`config.mk`:
```
export PLATFORM = sky130hd
export DESIGN_NAME = mips_mc_ctrl
export DESIGN_NICKNAME = d
export VERILOG_FILES = /design/src/rtl/mips_ctrl_pkg.sv /design/src/rtl/mips_op_class.sv /design/src/rtl/mips_mc_ctrl.sv
export SDC_FILE = /design/constraint.sdc
export NUM_CORES = 1
export LEC_CHECK = 0
export BUFFER_PORTS_ARGS = -buffer_cell sky130_fd_sc_hd__buf_2
export CAP_MARGIN = 20
export CORE_UTILIZATION = 44
export CTS_CLUSTER_SIZE = 40
export DETAILED_ROUTE_END_ITERATION = 6
export MAX_ROUTING_LAYER = met4
export PLACE_DENSITY = 0.78
export SLEW_MARGIN = 20
export SYNTH_ARGS = -nofsm -noshare
export SYNTH_HDL_FRONTEND = slang
export SYNTH_SLANG_ARGS = --single-unit
```
`constraint.sdc`:
```
create_clock -name clk -period 1.7 [get_ports clk]
set_input_delay 0.34 -clock clk [delete_from_list [all_inputs] [get_ports clk]]
set_output_delay 0.34 -clock clk [all_outputs]
set_load 0.1 [all_outputs]
```
`src/rtl/mips_ctrl_pkg.sv`:
```
// Shared types and encodings for the multicycle MIPS control sequencer.
// State, opcode-class and datapath select encodings are fixed here for all users.
package mips_ctrl_pkg;

  typedef enum logic [2:0] {
    ST_IDLE   = 3'd0,
    ST_FETCH  = 3'd1,
    ST_DECODE = 3'd2,
    ST_EXEC   = 3'd3,
    ST_MEM    = 3'd4,
    ST_WB     = 3'd5,
    ST_HALT   = 3'd6
  } state_t;

  localparam logic [5:0] OP_RTYPE  = 6'h00;
  localparam logic [5:0] OP_RTYPE2 = 6'h3E;
  localparam logic [5:0] OP_J      = 6'h02;
  localparam logic [5:0] OP_JAL    = 6'h03;
  localparam logic [5:0] OP_BEQ    = 6'h04;
  localparam logic [5:0] OP_BNE    = 6'h05;
  localparam logic [5:0] OP_ADDI   = 6'h08;
  localparam logic [5:0] OP_LW     = 6'h23;
  localparam logic [5:0] OP_SW     = 6'h2B;

  typedef enum logic [2:0] {
    CLS_R    = 3'd0,
    CLS_ADDI = 3'd1,
    CLS_LW   = 3'd2,
    CLS_SW   = 3'd3,
    CLS_BEQ  = 3'd4,
    CLS_BNE  = 3'd5,
    CLS_J    = 3'd6,
    CLS_JAL  = 3'd7
  } op_class_t;

  localparam logic [1:0] ALU_ADD   = 2'b00;
  localparam logic [1:0] ALU_SUB   = 2'b01;
  localparam logic [1:0] ALU_FUNCT = 2'b10;

  localparam logic [1:0] PC_PLUS4  = 2'b00;
  localparam logic [1:0] PC_BRANCH = 2'b01;
  localparam logic [1:0] PC_JUMP   = 2'b10;

  localparam logic [1:0] RD_RT  = 2'b00;
  localparam logic [1:0] RD_RD  = 2'b01;
  localparam logic [1:0] RD_R31 = 2'b10;

endpackage

```
`src/rtl/mips_op_class.sv`:
```
// Combinational opcode-to-class map; anything not recognised is flagged illegal.
module mips_op_class
  import mips_ctrl_pkg::*;
(
  input  logic [5:0] opcode,
  output op_class_t  op_class,
  output logic       illegal
);

  always_comb begin
    op_class = CLS_R;
    illegal  = 1'b0;
    case (opcode)
      OP_RTYPE, OP_RTYPE2: op_class = CLS_R;
      OP_ADDI:             op_class = CLS_ADDI;
      OP_LW:               op_class = CLS_LW;
      OP_SW:               op_class = CLS_SW;
      OP_BEQ:              op_class = CLS_BEQ;
      OP_BNE:              op_class = CLS_BNE;
      OP_J:                op_class = CLS_J;
      OP_JAL:              op_class = CLS_JAL;
      default:             illegal  = 1'b1;
    endcase
  end

endmodule

```
`src/rtl/mips_mc_ctrl.sv`:
```
// Multicycle control sequencer: FETCH/DECODE/EXEC/MEM/WB with a sticky HALT on illegal opcodes.
// Optional performance counters are built when MIPS_MC_PERF_CNT_EN is defined.
//
// state  | meaning
// IDLE   | post-reset, one cycle
// FETCH  | instruction read, waits for mem_ack
// DECODE | classify opcode, latch class
// EXEC   | ALU op / branch / jump
// MEM    | data read or write, waits for mem_ack
// WB     | register-file write
// HALT   | illegal opcode seen, absorbing
module mips_mc_ctrl
  import mips_ctrl_pkg::*;
#(
  parameter int CNT_W = 32
) (
  input  logic             clk,
  input  logic             rst_n,
  input  logic [5:0]       opcode,
  input  logic [5:0]       funct,
  input  logic             zero,
  input  logic             mem_ack,
  output logic             mem_req,
  output logic             mem_we,
  output logic             ir_we,
  output logic             pc_we,
  output logic [1:0]       pc_src,
  output logic [1:0]       alu_op,
  output logic             alu_src,
  output logic             reg_we,
  output logic [1:0]       reg_dst,
  output logic             mem_to_reg,
  output logic             halted,
  output logic [2:0]       state
`ifdef MIPS_MC_PERF_CNT_EN
  ,
  output logic [CNT_W-1:0] cyc_cnt,
  output logic [CNT_W-1:0] ret_cnt
`endif
);

  state_t    st_q, st_nxt;
  op_class_t cls_q;
  op_class_t dec_cls;
  logic      dec_illegal;

  // funct is consumed by the ALU decoder downstream, not by the sequencer
  logic unused_funct;
  assign unused_funct = ^funct;

  mips_op_class u_op_class (
    .opcode   (opcode),
    .op_class (dec_cls),
    .illegal  (dec_illegal)
  );

  always_comb begin
    st_nxt = st_q;
    case (st_q)
      ST_IDLE:   st_nxt = ST_FETCH;
      ST_FETCH:  if (mem_ack) st_nxt = ST_DECODE;
      ST_DECODE: st_nxt = dec_illegal ? ST_HALT : ST_EXEC;
      ST_EXEC: begin
        case (cls_q)
          CLS_R, CLS_ADDI, CLS_JAL: st_nxt = ST_WB;
          CLS_LW, CLS_SW:           st_nxt = ST_MEM;
          default:                  st_nxt = ST_FETCH;
        endcase
      end
      ST_MEM:    if (mem_ack) st_nxt = (cls_q == CLS_LW) ? ST_WB : ST_FETCH;
      ST_WB:     st_nxt = ST_FETCH;
      ST_HALT:   st_nxt = ST_HALT;
      default:   st_nxt = ST_IDLE;
    endcase
  end

  always_ff @(posedge clk or negedge rst_n) begin
    if (!rst_n) begin
      st_q  <= ST_IDLE;
      cls_q <= CLS_R;
    end else begin
      st_q <= st_nxt;
      if (st_q == ST_DECODE && !dec_illegal)
        cls_q <= dec_cls;
    end
  end

  // Outputs decode from the registered state so an async reset clears them at once
  always_comb begin
    mem_req    = 1'b0;
    mem_we     = 1'b0;
    ir_we      = 1'b0;
    pc_we      = 1'b0;
    pc_src     = PC_PLUS4;
    alu_op     = ALU_ADD;
    alu_src    = 1'b0;
    reg_we     = 1'b0;
    reg_dst    = RD_RT;
    mem_to_reg = 1'b0;
    halted     = 1'b0;
    case (st_q)
      ST_FETCH: begin
        mem_req = 1'b1;
        ir_we   = mem_ack;
        pc_we   = mem_ack;
      end
      ST_EXEC: begin
        case (cls_q)
          CLS_R: alu_op = ALU_FUNCT;
          CLS_ADDI, CLS_LW, CLS_SW: begin
            alu_op  = ALU_ADD;
            alu_src = 1'b1;
          end
          CLS_BEQ, CLS_BNE: begin
            alu_op = ALU_SUB;
            pc_src = PC_BRANCH;
            pc_we  = (cls_q == CLS_BEQ) ? zero : !zero;
          end
          default: begin
            pc_we  = 1'b1;
            pc_src = PC_JUMP;
          end
        endcase
      end
      ST_MEM: begin
        mem_req = 1'b1;
        mem_we  = (cls_q == CLS_SW);
      end
      ST_WB: begin
        reg_we = 1'b1;
        case (cls_q)
          CLS_R:   reg_dst = RD_RD;
          CLS_LW:  mem_to_reg = 1'b1;
          CLS_JAL: reg_dst = RD_R31;
          default: reg_dst = RD_RT;
        endcase
      end
      ST_HALT: halted = 1'b1;
      default: ;
    endcase
  end

  assign state = st_q;

`ifdef MIPS_MC_PERF_CNT_EN
  logic retire;
  assign retire = (st_nxt == ST_FETCH) &&
                  (st_q == ST_EXEC || st_q == ST_MEM || st_q == ST_WB);

  always_ff @(posedge clk or negedge rst_n) begin
    if (!rst_n) begin
      cyc_cnt <= '0;
      ret_cnt <= '0;
    end else begin
      if (st_q != ST_IDLE && st_q != ST_HALT)
        cyc_cnt <= cyc_cnt + 1'b1;
      if (retire)
        ret_cnt <= ret_cnt + 1'b1;
    end
  end
`else
  localparam int unused_cnt_w = CNT_W;
`endif

endmodule

```
==> results of run 1 <==
stage by stage:
stage	worst slack (ns)	cell area (um2)	utilization	TNS, ns
2_1_floorplan	-0.898	792	-	-6.45
3_3_place_gp	0.000756	1180	0.886	0
3_5_place_dp	-0.0627	1180	0.886	-0.183
cell families after synthesis:
kind of cell / after synthesis / share of synthesized area
buffers and inverters: 12 / 0.106
xor gates and xnor gates: 3 / 0.0405
and+or+nand+nor: 44 / 0.382
muxes: 3 / 0.0501
AOI/OAI and AO/OA: 16 / 0.191
DFF: 6 / 0.231
==> metrics.cfg, run 1 <==
[yosys]
syn_nets=100
synth_top_area_frac=0.231
syn-cell-area_um2=649
synth_common_cells=nor2_1, nand2_1, dfrtp_1, a21oi_1
ys_ff_latch=6
synth-main-ff-cell=dfrtp_1
syn_inst=84
synth_area_leaders=dfrtp_1, nor2_1, nand2_1
seq_area_frac_synth=0.231
yosys_warnings=0
synth-edff-count=0
synth_area_leader_cell=dfrtp_1
synth-async-reset-ratio=1.00
yosysMostFrequentCell=nor2_1
postSynthAreaPerCell_um2=7.73
synth.lib_cells_used.distinct=34

[floorplan]
rows=13
dieWidth_um=40.4
die_h_um=40.4
start_util=0.487
ios=33

[clock_tree]
cts_buffers=3
cts_buffer_depth=2
ctsResizeCount=23
cts_root_buf=clkbuf_4
h-tree-depth=1
post_cts_buffers=8
cts_sinks=6
cts_hold_buffers=1

[placed_design]
io_buffer_count=26
dp_hpwl_um=1850
gp_congestion=0.857
place_inst=130

[outcome]
outcome=aborted with a tool error
haltStage=clock tree synthesis
firstError=[ERROR DPL-0038] Utilization greater than 100%, impossible to legalize

==> run 2: changes to the inputs <==
CORE_AREA = 2 2 63 65   (was default)
CORE_UTILIZATION = default   (was 44)
CTS_CLUSTER_SIZE = default   (was 40)
DIE_AREA = 0 0 65 67   (was default)
MAX_ROUTING_LAYER = default   (was met4)
PLACE_DENSITY = default   (was 0.78)
PLACE_DENSITY_LB_ADDON = 0.15   (was default)
==> run 2 against run 1 <==
Effect of this change: the flow now finishes, with violations (setup timing); synthesized cell count unchanged; synthesized area unchanged.
==> metrics.cfg, run 2 <==
[timing]
rsz0062_at_grt=yes
drv_slew=0
fin_crit_ns=1.86
period_share=1.09
setup_violations=14
postLayoutSetupSlackWorst_ns=-0.161
skew_ns=0.00505
slew_headroom=0.676
finalHoldViolations=0
worst_slew_pin_slew_ns=0.489
timing.fmax_mhz=537
setup-tns-final_ns=-1.01

[setup_path]
arrival_ns=1.52
cp_max_fo=2
critPathKind=reg -> out
required_ns=1.36
end_kind=output port
cp-start-kind=flop

[global_routing]
grt_max_degree=11
grt_first_pass_wirelength_um=3870
grt.overflow.total=0
grt_pass1_vias=809
antenna_found_initial=0
grt.total_usage=0.115

[yosys]
synth_area_leaders=dfrtp_1, nor2_1, nand2_1  ; unchanged
syn-cell-area_um2=649  ; unchanged
synthAdderAreaFrac=0  ; unchanged
synth-main-ff-cell=dfrtp_1  ; unchanged
syn_inst=84  ; unchanged
synth_common_cells=nor2_1, nand2_1, dfrtp_1, a21oi_1  ; unchanged
muxShareOfSynthArea=0.0501  ; unchanged
synth.lib_cells_used.distinct=34  ; unchanged
synth_compound_area_frac=0.191  ; unchanged
synth-edff-count=0  ; unchanged
synth-async-reset-ratio=1.00  ; unchanged
yosys.area_share.simple=0.382  ; unchanged
postSynthAreaPerCell_um2=7.73  ; unchanged
ys_ff_latch=6  ; unchanged
synth_top_family_by_area=simple AND/OR/NAND/NOR gates  ; unchanged
synth_area_leader_cell=dfrtp_1  ; unchanged
seq_area_frac_synth=0.231  ; unchanged
syn_nets=100  ; unchanged
yosysMostFrequentCell=nor2_1  ; unchanged
yosys_warnings=0  ; unchanged
synth_xor_xnor_area_share=0.0405  ; unchanged
synth_top_area_frac=0.231  ; unchanged

[power_and_ir_drop]
p_switching_uw=1360
cellLeakagePower_uw=0.000650
pwr-share-comb=0.805
swShare=0.545
p_clk_frac=0.089
p_per_area_nw_per_um2=1690
seqPwrFrac=0.105
ir_worst_vdd_v=0.000996
internal_power_uw=1140

[detailed_routing]
drc=0
vias_per_cell=4.39
wire_per_inst_um=12.5
vias=790
ant_nets=0
drt_iter0_drc=16
dr.pass1.iters=4
wl_um=2240

[outcome]
violations=setup timing
outcome=complete, but fails checks  ; was aborted with a tool error

[layout]
final_cell_mix=buf_12, buf_4, buf_2
stdcell_count=180
stdcell_area_um2=1480
drive_gt1_frac=0.674
final_net_count=149
n_antenna_cell=0
final_common_cell=buf_12
fin_util=0.412
syn_to_final_growth_pct=129

[clock_tree]
cts_root_buf=clkbuf_8  ; was clkbuf_4
h-tree-depth=1  ; unchanged
clkTransAtPathRegs_ns=0.04
cts_sinks=6  ; unchanged
cts_tree=yes
cts_buffers=3  ; unchanged
cts_buffer_depth=2  ; unchanged
worstSkewPairLatency_ns=0.22

[placed_design]
placed_cell_area_um2=1260  ; was 1180 um2
dp_hpwl_um=1660  ; was 1850 um
place_inst=166  ; was 130
io_buffer_count=26  ; unchanged
gp_congestion=0.826  ; was 0.857

[floorplan]
rows=22  ; was 13
dieArea_um2=4360
ios=33  ; unchanged
die_h_um=67  ; was 40.4 um
start_util=0.180  ; was 0.487
dieWidth_um=65  ; was 40.4 um
core_um2=3610

[min_path]
hold_path.class=in -> async

[job]
cap_violations=0

[run 2: cell counts after synthesis]
Identical to the previous run, type by type.
[run 2: worst max-delay path, stage by stage, from the launching register on]
cell      delay, ns
dfrtp_4        0.46
nand3b_1       0.23
buf_4          0.18
nor4_4         0.20
buf_12         0.22
[run 2: power by group through the flow]
stage	clock [uW]	sequential, uW	combinational, uW
final	223	264	2020
after global routing	238	273	2110
after CTS	230	259	1970
after detailed placement	0	260	1730
after global placement	0	261	1730
after floorplan	0	449	970
[run 2: through the flow]
stage / setup slack, ns / hold slack [ns] / power [uW]
after floorplan: -0.898 / 0.0444 / 1420
after global routing: -0.218 / 0.497 / 2620
after detailed placement: -0.0230 / 0.165 / 1990
after global placement: -0.0128 / 0.166 / 1990
after CTS: -0.145 / 0.476 / 2460
final: -0.161 / 0.473 / 2500
[run 2: area by class of cell]
type | instances | area [um2]
Fill cell | 348 | 2120
Multi-Input combinational cell | 66 | 608
Timing Repair Buffer | 51 | 577
Sequential cell | 6 | 164
Tap cell | 48 | 60.1
Clock buffer | 4 | 45.0
Inverter | 5 | 30.0
[run 2: logic make-up after synthesis]
group,count (synthesis)
flip-flops,6
AO/OA/AOI/OAI,16
buffers and inverters,12
multiplexers,3
XOR/XNOR,3
AND/OR/NAND/NOR,44
[run 2: path summary, 6_finish.rpt]
path,slack (ns),end,depth (start not counted),start
hold reg to reg,0.61,cls_q[0],1,cls_q[0]
hold / removal,0.47,state[0],2,rst_n
setup / recovery,-0.16,reg_dst[0],4,state[1]
max in group asynchronous,1.07,cls_q[1],2,rst_n
min in group clk,0.49,state[0],3,mem_ack
setup reg to reg,0.07,cls_q[1],5,state[0]
[run 2: metal layers]
| layer | GRT usage | vias to the layer above | wire (um) |
|---|---|---|---|
| met4 | 0.0399 | 0 | 9 |
| met1 | 0.153 | 360 | 971 |
| met3 | 0.00845 | 2 | 142 |
| li1 | - | 392 | - |
| met2 | 0.193 | 36 | 1120 |
| met5 | 0 | - | 0 |
[run 2: timing repair]
action / CTS / global route
resized for setup: 26 / 3
endpoints found under the setup margin: 13 / 16
endpoints found under the hold margin: 6 / 0
buffers inserted: 7 / 2
hold buffers: 1 / 0
pin swaps: 10 / 4
Power figures use the tool's default switching activity.
==> run 3: changes to the inputs <==
RECOVER_POWER = 50   (was default)
==> run 3 against run 2 <==
Effect of this change: the run still ends with setup timing left; clock power about the same; largest cell class unchanged; critical endpoint unchanged; sequential power about the same; sequential share of layout area increased by 0.066 points; design area decreased by 0.59%; cell count unchanged.
==> metrics.cfg, run 3 (same netlist as run 2, synthesis figures left out) <==
[outcome]
outcome=complete, but fails checks  ; unchanged
violations=setup timing  ; unchanged

[setup_path]
rr_startpoint=state[0]  ; unchanged
cp_max_fo=2  ; unchanged
r2r_setup_slack_ns=0.03  ; was 0.07 ns
rr_endpoint=cls_q[1]  ; unchanged
end_kind=output port  ; unchanged
cp-start-kind=flop  ; unchanged
reg2reg_depth=5  ; unchanged
arrival_ns=1.52  ; about the same
critPathKind=reg -> out  ; unchanged
required_ns=1.36  ; about the same

[global_routing]
antenna_found_initial=0  ; unchanged
grt_pass1_vias=809  ; unchanged
grt_max_degree=11  ; unchanged
grt.overflow.total=0  ; unchanged
grt_first_pass_wirelength_um=3870  ; unchanged
grt.total_usage=0.115  ; unchanged

[timing]
skew_ns=0.00505  ; unchanged
timing.fmax_mhz=537  ; unchanged
slew_headroom=0.676  ; about the same
rsz0062_at_grt=yes  ; unchanged
period_share=1.09  ; unchanged
drv_slew=0  ; unchanged
postLayoutSetupSlackWorst_ns=-0.161  ; unchanged
setup-tns-final_ns=-1.03  ; was -1.01 ns
fin_crit_ns=1.86  ; unchanged
setup_violations=14  ; unchanged
worst_slew_pin_slew_ns=0.489  ; about the same
finalHoldViolations=0  ; unchanged

[power_and_ir_drop]
fin_total_pwr_uw=2480  ; was 2500 uW
ir_worst_vdd_v=0.000995  ; was 0.000996 V
p_per_area_nw_per_um2=1680  ; was 1690 nW/um2
cellLeakagePower_uw=0.000643  ; was 0.000650 uW

[floorplan]
ios=33  ; unchanged
dieArea_um2=4360  ; unchanged
start_util=0.180  ; unchanged
core_um2=3610  ; unchanged
dieWidth_um=65  ; unchanged
rows=22  ; unchanged
die_h_um=67  ; unchanged

[placed_design]
io_buffer_count=26  ; unchanged
place_inst=166  ; unchanged
dp_hpwl_um=1660  ; unchanged
dpl_worst_slack_ns=-0.0230  ; unchanged
gp_congestion=0.826  ; unchanged

[clock_tree]
worstSkewPairLatency_ns=0.22  ; about the same
cts_tree=yes  ; unchanged
h-tree-depth=1  ; unchanged
cts_buffers=3  ; unchanged
clkTransAtPathRegs_ns=0.04  ; about the same
cts_sinks=6  ; unchanged
cts_root_buf=clkbuf_8  ; unchanged
cts_buffer_depth=2  ; unchanged

[layout]
n_antenna_cell=0  ; unchanged
syn_to_final_growth_pct=127  ; was 129%
stdcell_count=180  ; unchanged
final_cell_mix=buf_12, buf_4, buf_2  ; unchanged
nFillCells=350  ; was 348
final_net_count=149  ; unchanged
final_common_cell=buf_12  ; unchanged
drive_gt1_frac=0.659  ; was 0.674

[detailed_routing]
drt_iter0_drc=13  ; was 16
vias=792  ; was 790
dr.pass1.iters=4  ; unchanged
ant_nets=0  ; unchanged
drc=0  ; unchanged
wl_um=2240  ; about the same
vias_per_cell=4.40  ; was 4.39
wire_per_inst_um=12.4  ; was 12.5 um

[job]
cap_violations=0  ; unchanged

[min_path]
whs_endpoint=state[0]
hold_path.class=in -> reg  ; was in -> async
hold_depth=3
worstHoldStart=mem_ack

[run 3: area by class of cell]
| cell class | count | area [um2] | share of cell area |
|---|---|---|---|
| inverters | 5 | 30.0 | 0.0204 |
| clock buffers | 4 | 45.0 | 0.0305 |
| multi-input cells | 66 | 608 | 0.412 |
| repair buffers | 51 | 568 | 0.385 |
| well taps | 48 | 60.1 | 0.0407 |
| flip-flops and latches | 6 | 164 | 0.111 |
[run 3: through the flow]
step	hold WS, ns	util	area, um2
2_1_floorplan	0.0444	-	792
3_3_place_gp	0.166	0.349	1260
3_5_place_dp	0.165	0.349	1260
4_1_cts	0.476	0.403	1450
5_1_grt	0.537	0.409	1480
6_report	0.492	0.409	1480
[run 3: worst max-delay path, cell delays in order, from the launching register on]
cell      delay (ns)
dfrtp_4         0.46
nand3b_1        0.23
buf_4           0.18
nor4_4          0.20
buf_12          0.22
[run 3: how the worst max path moves through the flow]
stage                  to  startpoint  slack [ns]
2_1_floorplan  reg_dst[0]    state[1]       -0.90
3_3_place_gp        pc_we    state[2]       -0.01
3_5_place_dp     cls_q[1]   opcode[0]       -0.02
4_1_cts        reg_dst[0]    state[1]       -0.14
5_1_grt        reg_dst[0]    state[1]       -0.22
6_report       reg_dst[0]    state[1]       -0.16
[run 3: timing repair]
item / 4_1_cts / 5_1_grt
gates resized for setup: 26 / 3
pin swaps: 10 / 4
setup buffers: 7 / 2
hold buffers: 1 / 0
endpoints found under the setup margin: 13 / 16
hold endpoints to repair: 6 / 0
[run 3: report_power, final]
part           internal (uW)  switching [uW]
sequential               208            53.5
clock                    161            62.0
combinational            752            1250
total                   1120            1360
[run 3: routing by layer]
layer	track usage	wire, um
met1	0.153	974
met2	0.193	1120
met3	0.00845	130
met4	0.0399	9
met5	0	0
==> run 4: changes to the inputs <==
CELL_PAD_IN_SITES_DETAIL_PLACEMENT = 0   (was default)
CELL_PAD_IN_SITES_GLOBAL_PLACEMENT = 1   (was default)
==> run 4 against run 3 <==
Effect of this change: the run still ends with setup timing left; sequential power grew 3%; maximum frequency is essentially flat; first-iteration DRC count grew 150%; design area shrank 0.25%; power shrank 0.12%; worst hold slack lost 0.042 ns; die area is the same; largest cell class unchanged.
==> metrics.cfg, run 4 (same netlist as run 2, synthesis figures left out) <==
[timing]
slew_headroom=0.677  ; was 0.676
finalHoldViolations=0  ; unchanged
drv_slew=0  ; unchanged
setup_violations=12  ; was 14
worst_slew_pin_slew_ns=0.488  ; was 0.489 ns
postLayoutSetupSlackWorst_ns=-0.162  ; was -0.161 ns
period_share=1.10  ; was 1.09
rsz0062_at_grt=yes  ; unchanged
timing.fmax_mhz=537  ; about the same
hold-worst-slack_ns=0.449  ; was 0.492 ns
setup-tns-final_ns=-0.860  ; was -1.03 ns
skew_ns=0.00568  ; was 0.00505 ns
fin_crit_ns=1.86  ; about the same

[layout]
nFillCells=354  ; was 350
final_common_cell=buf_4  ; was buf_12
n_antenna_cell=0  ; unchanged
stdcell_area_um2=1470  ; was 1480 um2
final_net_count=149  ; unchanged
stdcell_count=180  ; unchanged
drive_gt1_frac=0.674  ; was 0.659
final_cell_mix=buf_4, buf_12, buf_2  ; was buf_12, buf_4, buf_2
syn_to_final_growth_pct=127  ; about the same

[floorplan]
dieWidth_um=65  ; unchanged
core_um2=3610  ; unchanged
ios=33  ; unchanged
dieArea_um2=4360  ; unchanged
start_util=0.180  ; unchanged
rows=22  ; unchanged
die_h_um=67  ; unchanged

[power_and_ir_drop]
ir_worst_vdd_v=0.00119  ; was 0.000995 V
seqPwrFrac=0.108  ; was 0.105
swShare=0.552  ; was 0.549
p_per_area_nw_per_um2=1690  ; was 1680 nW/um2
pwr-share-comb=0.798  ; was 0.805
p_switching_uw=1370  ; was 1360 uW
internal_power_uw=1110  ; was 1120 uW
cellLeakagePower_uw=0.000647  ; was 0.000643 uW
p_clk_frac=0.094  ; was 0.090
fin_total_pwr_uw=2480  ; about the same

[setup_path]
cp-start-kind=flop  ; unchanged
critPathKind=reg -> out  ; unchanged
end_kind=output port  ; unchanged
arrival_ns=1.52  ; about the same
required_ns=1.36  ; about the same
cp_max_fo=10  ; was 2

[global_routing]
grt.overflow.total=0  ; unchanged
grt_max_degree=11  ; unchanged
antenna_found_initial=0  ; unchanged
grt_pass1_vias=787  ; was 809
grt.total_usage=0.112  ; was 0.115
grt_first_pass_wirelength_um=3650  ; was 3870 um

[placed_design]
placed_cell_area_um2=1280  ; was 1260 um2
io_buffer_count=26  ; unchanged
dp_hpwl_um=1720  ; was 1660 um
gp_congestion=0.819  ; was 0.826
place_inst=169  ; was 166

[detailed_routing]
wire_per_inst_um=12.2  ; was 12.4 um
drc=0  ; unchanged
wl_um=2200  ; was 2240 um
vias_per_cell=4.33  ; was 4.40
dr.pass1.iters=4  ; unchanged
vias=780  ; was 792
drt_iter0_drc=32  ; was 13
ant_nets=0  ; unchanged

[min_path]
hold_path.class=in -> reg  ; unchanged

[outcome]
outcome=complete, but fails checks  ; unchanged
violations=setup timing  ; unchanged

[clock_tree]
h-tree-depth=1  ; unchanged
clkTransAtPathRegs_ns=0.04  ; about the same
cts_buffer_depth=2  ; unchanged
cts_buffers=3  ; unchanged
cts_tree=yes  ; unchanged
cts_root_buf=clkbuf_8  ; unchanged
cts_sinks=6  ; unchanged
worstSkewPairLatency_ns=0.23  ; was 0.22 ns

[job]
cap_violations=0  ; unchanged

==> run 4: cell counts in the layout (fill, tap and decap cells not counted) <==
Identical to the previous run, type by type.
==> run 4: timing repair <==
| action | in CTS | in global routing |
|---|---|---|
| setup endpoints to repair | 13 | 18 |
| gates resized for setup | 15 | 10 |
| hold endpoints to repair | 6 | 0 |
| pin swaps | 9 | 4 |
| setup buffers | 5 | 1 |
| hold buffers | 1 | 0 |
==> run 4: power by group through the flow <==
stage	registers [uW]	logic [uW]	clock network [uW]
floorplan	449	970	0
global placement	262	1760	0
detailed placement	262	1760	0
CTS	264	1920	239
global route	277	2060	248
finish	269	1980	233
==> run 4: metal layers <==
| layer | global-route usage | up-vias | share of wire |
|---|---|---|---|
| met2 | 0.166 | 15 | 0.47 |
| met3 | 0.0355 | 2 | 0.049 |
| li1 | - | 389 | - |
| met4 | 0.0239 | 0 | 0.0059 |
| met5 | 0 | - | 0 |
| met1 | 0.156 | 374 | 0.47 |
==> run 4: cell type report <==
class,instances,area (um2),share of cell area
Timing Repair Buffer,51,563,0.383
Clock buffer,4,45.0,0.0306
Tap cell,48,60.1,0.0408
Multi-Input combinational cell,66,613,0.417
Sequential cell,6,163,0.111
Inverter,5,27.5,0.0187
==> run 4: worst max-delay path: stages, from the launching register on <==
cell	delay, ns
dfrtp_4	0.46
buf_4	0.20
and2_4	0.17
buf_4	0.12
and3_4	0.18
buf_12	0.16
==> run 4: path summary, 6_finish.rpt <==
path,cells after the start,from,end,slack (ns)
worst max-delay path,5,state[1],pc_src[1],-0.16
worst min-delay path,3,mem_ack,state[0],0.45
worst max register to register,5,state[0],cls_q[1],0.09
worst min register to register,1,cls_q[0],cls_q[0],0.67
max in group asynchronous,2,rst_n,state[2],0.90
min in group asynchronous,2,rst_n,state[0],0.52
==> run 4: through the flow <==
step	util	setup slack [ns]
final	0.408	-0.162
after global routing	0.408	-0.220
after CTS	0.396	-0.159
after detailed placement	0.355	-0.0189
after global placement	0.355	-0.0158
after floorplan	-	-0.898
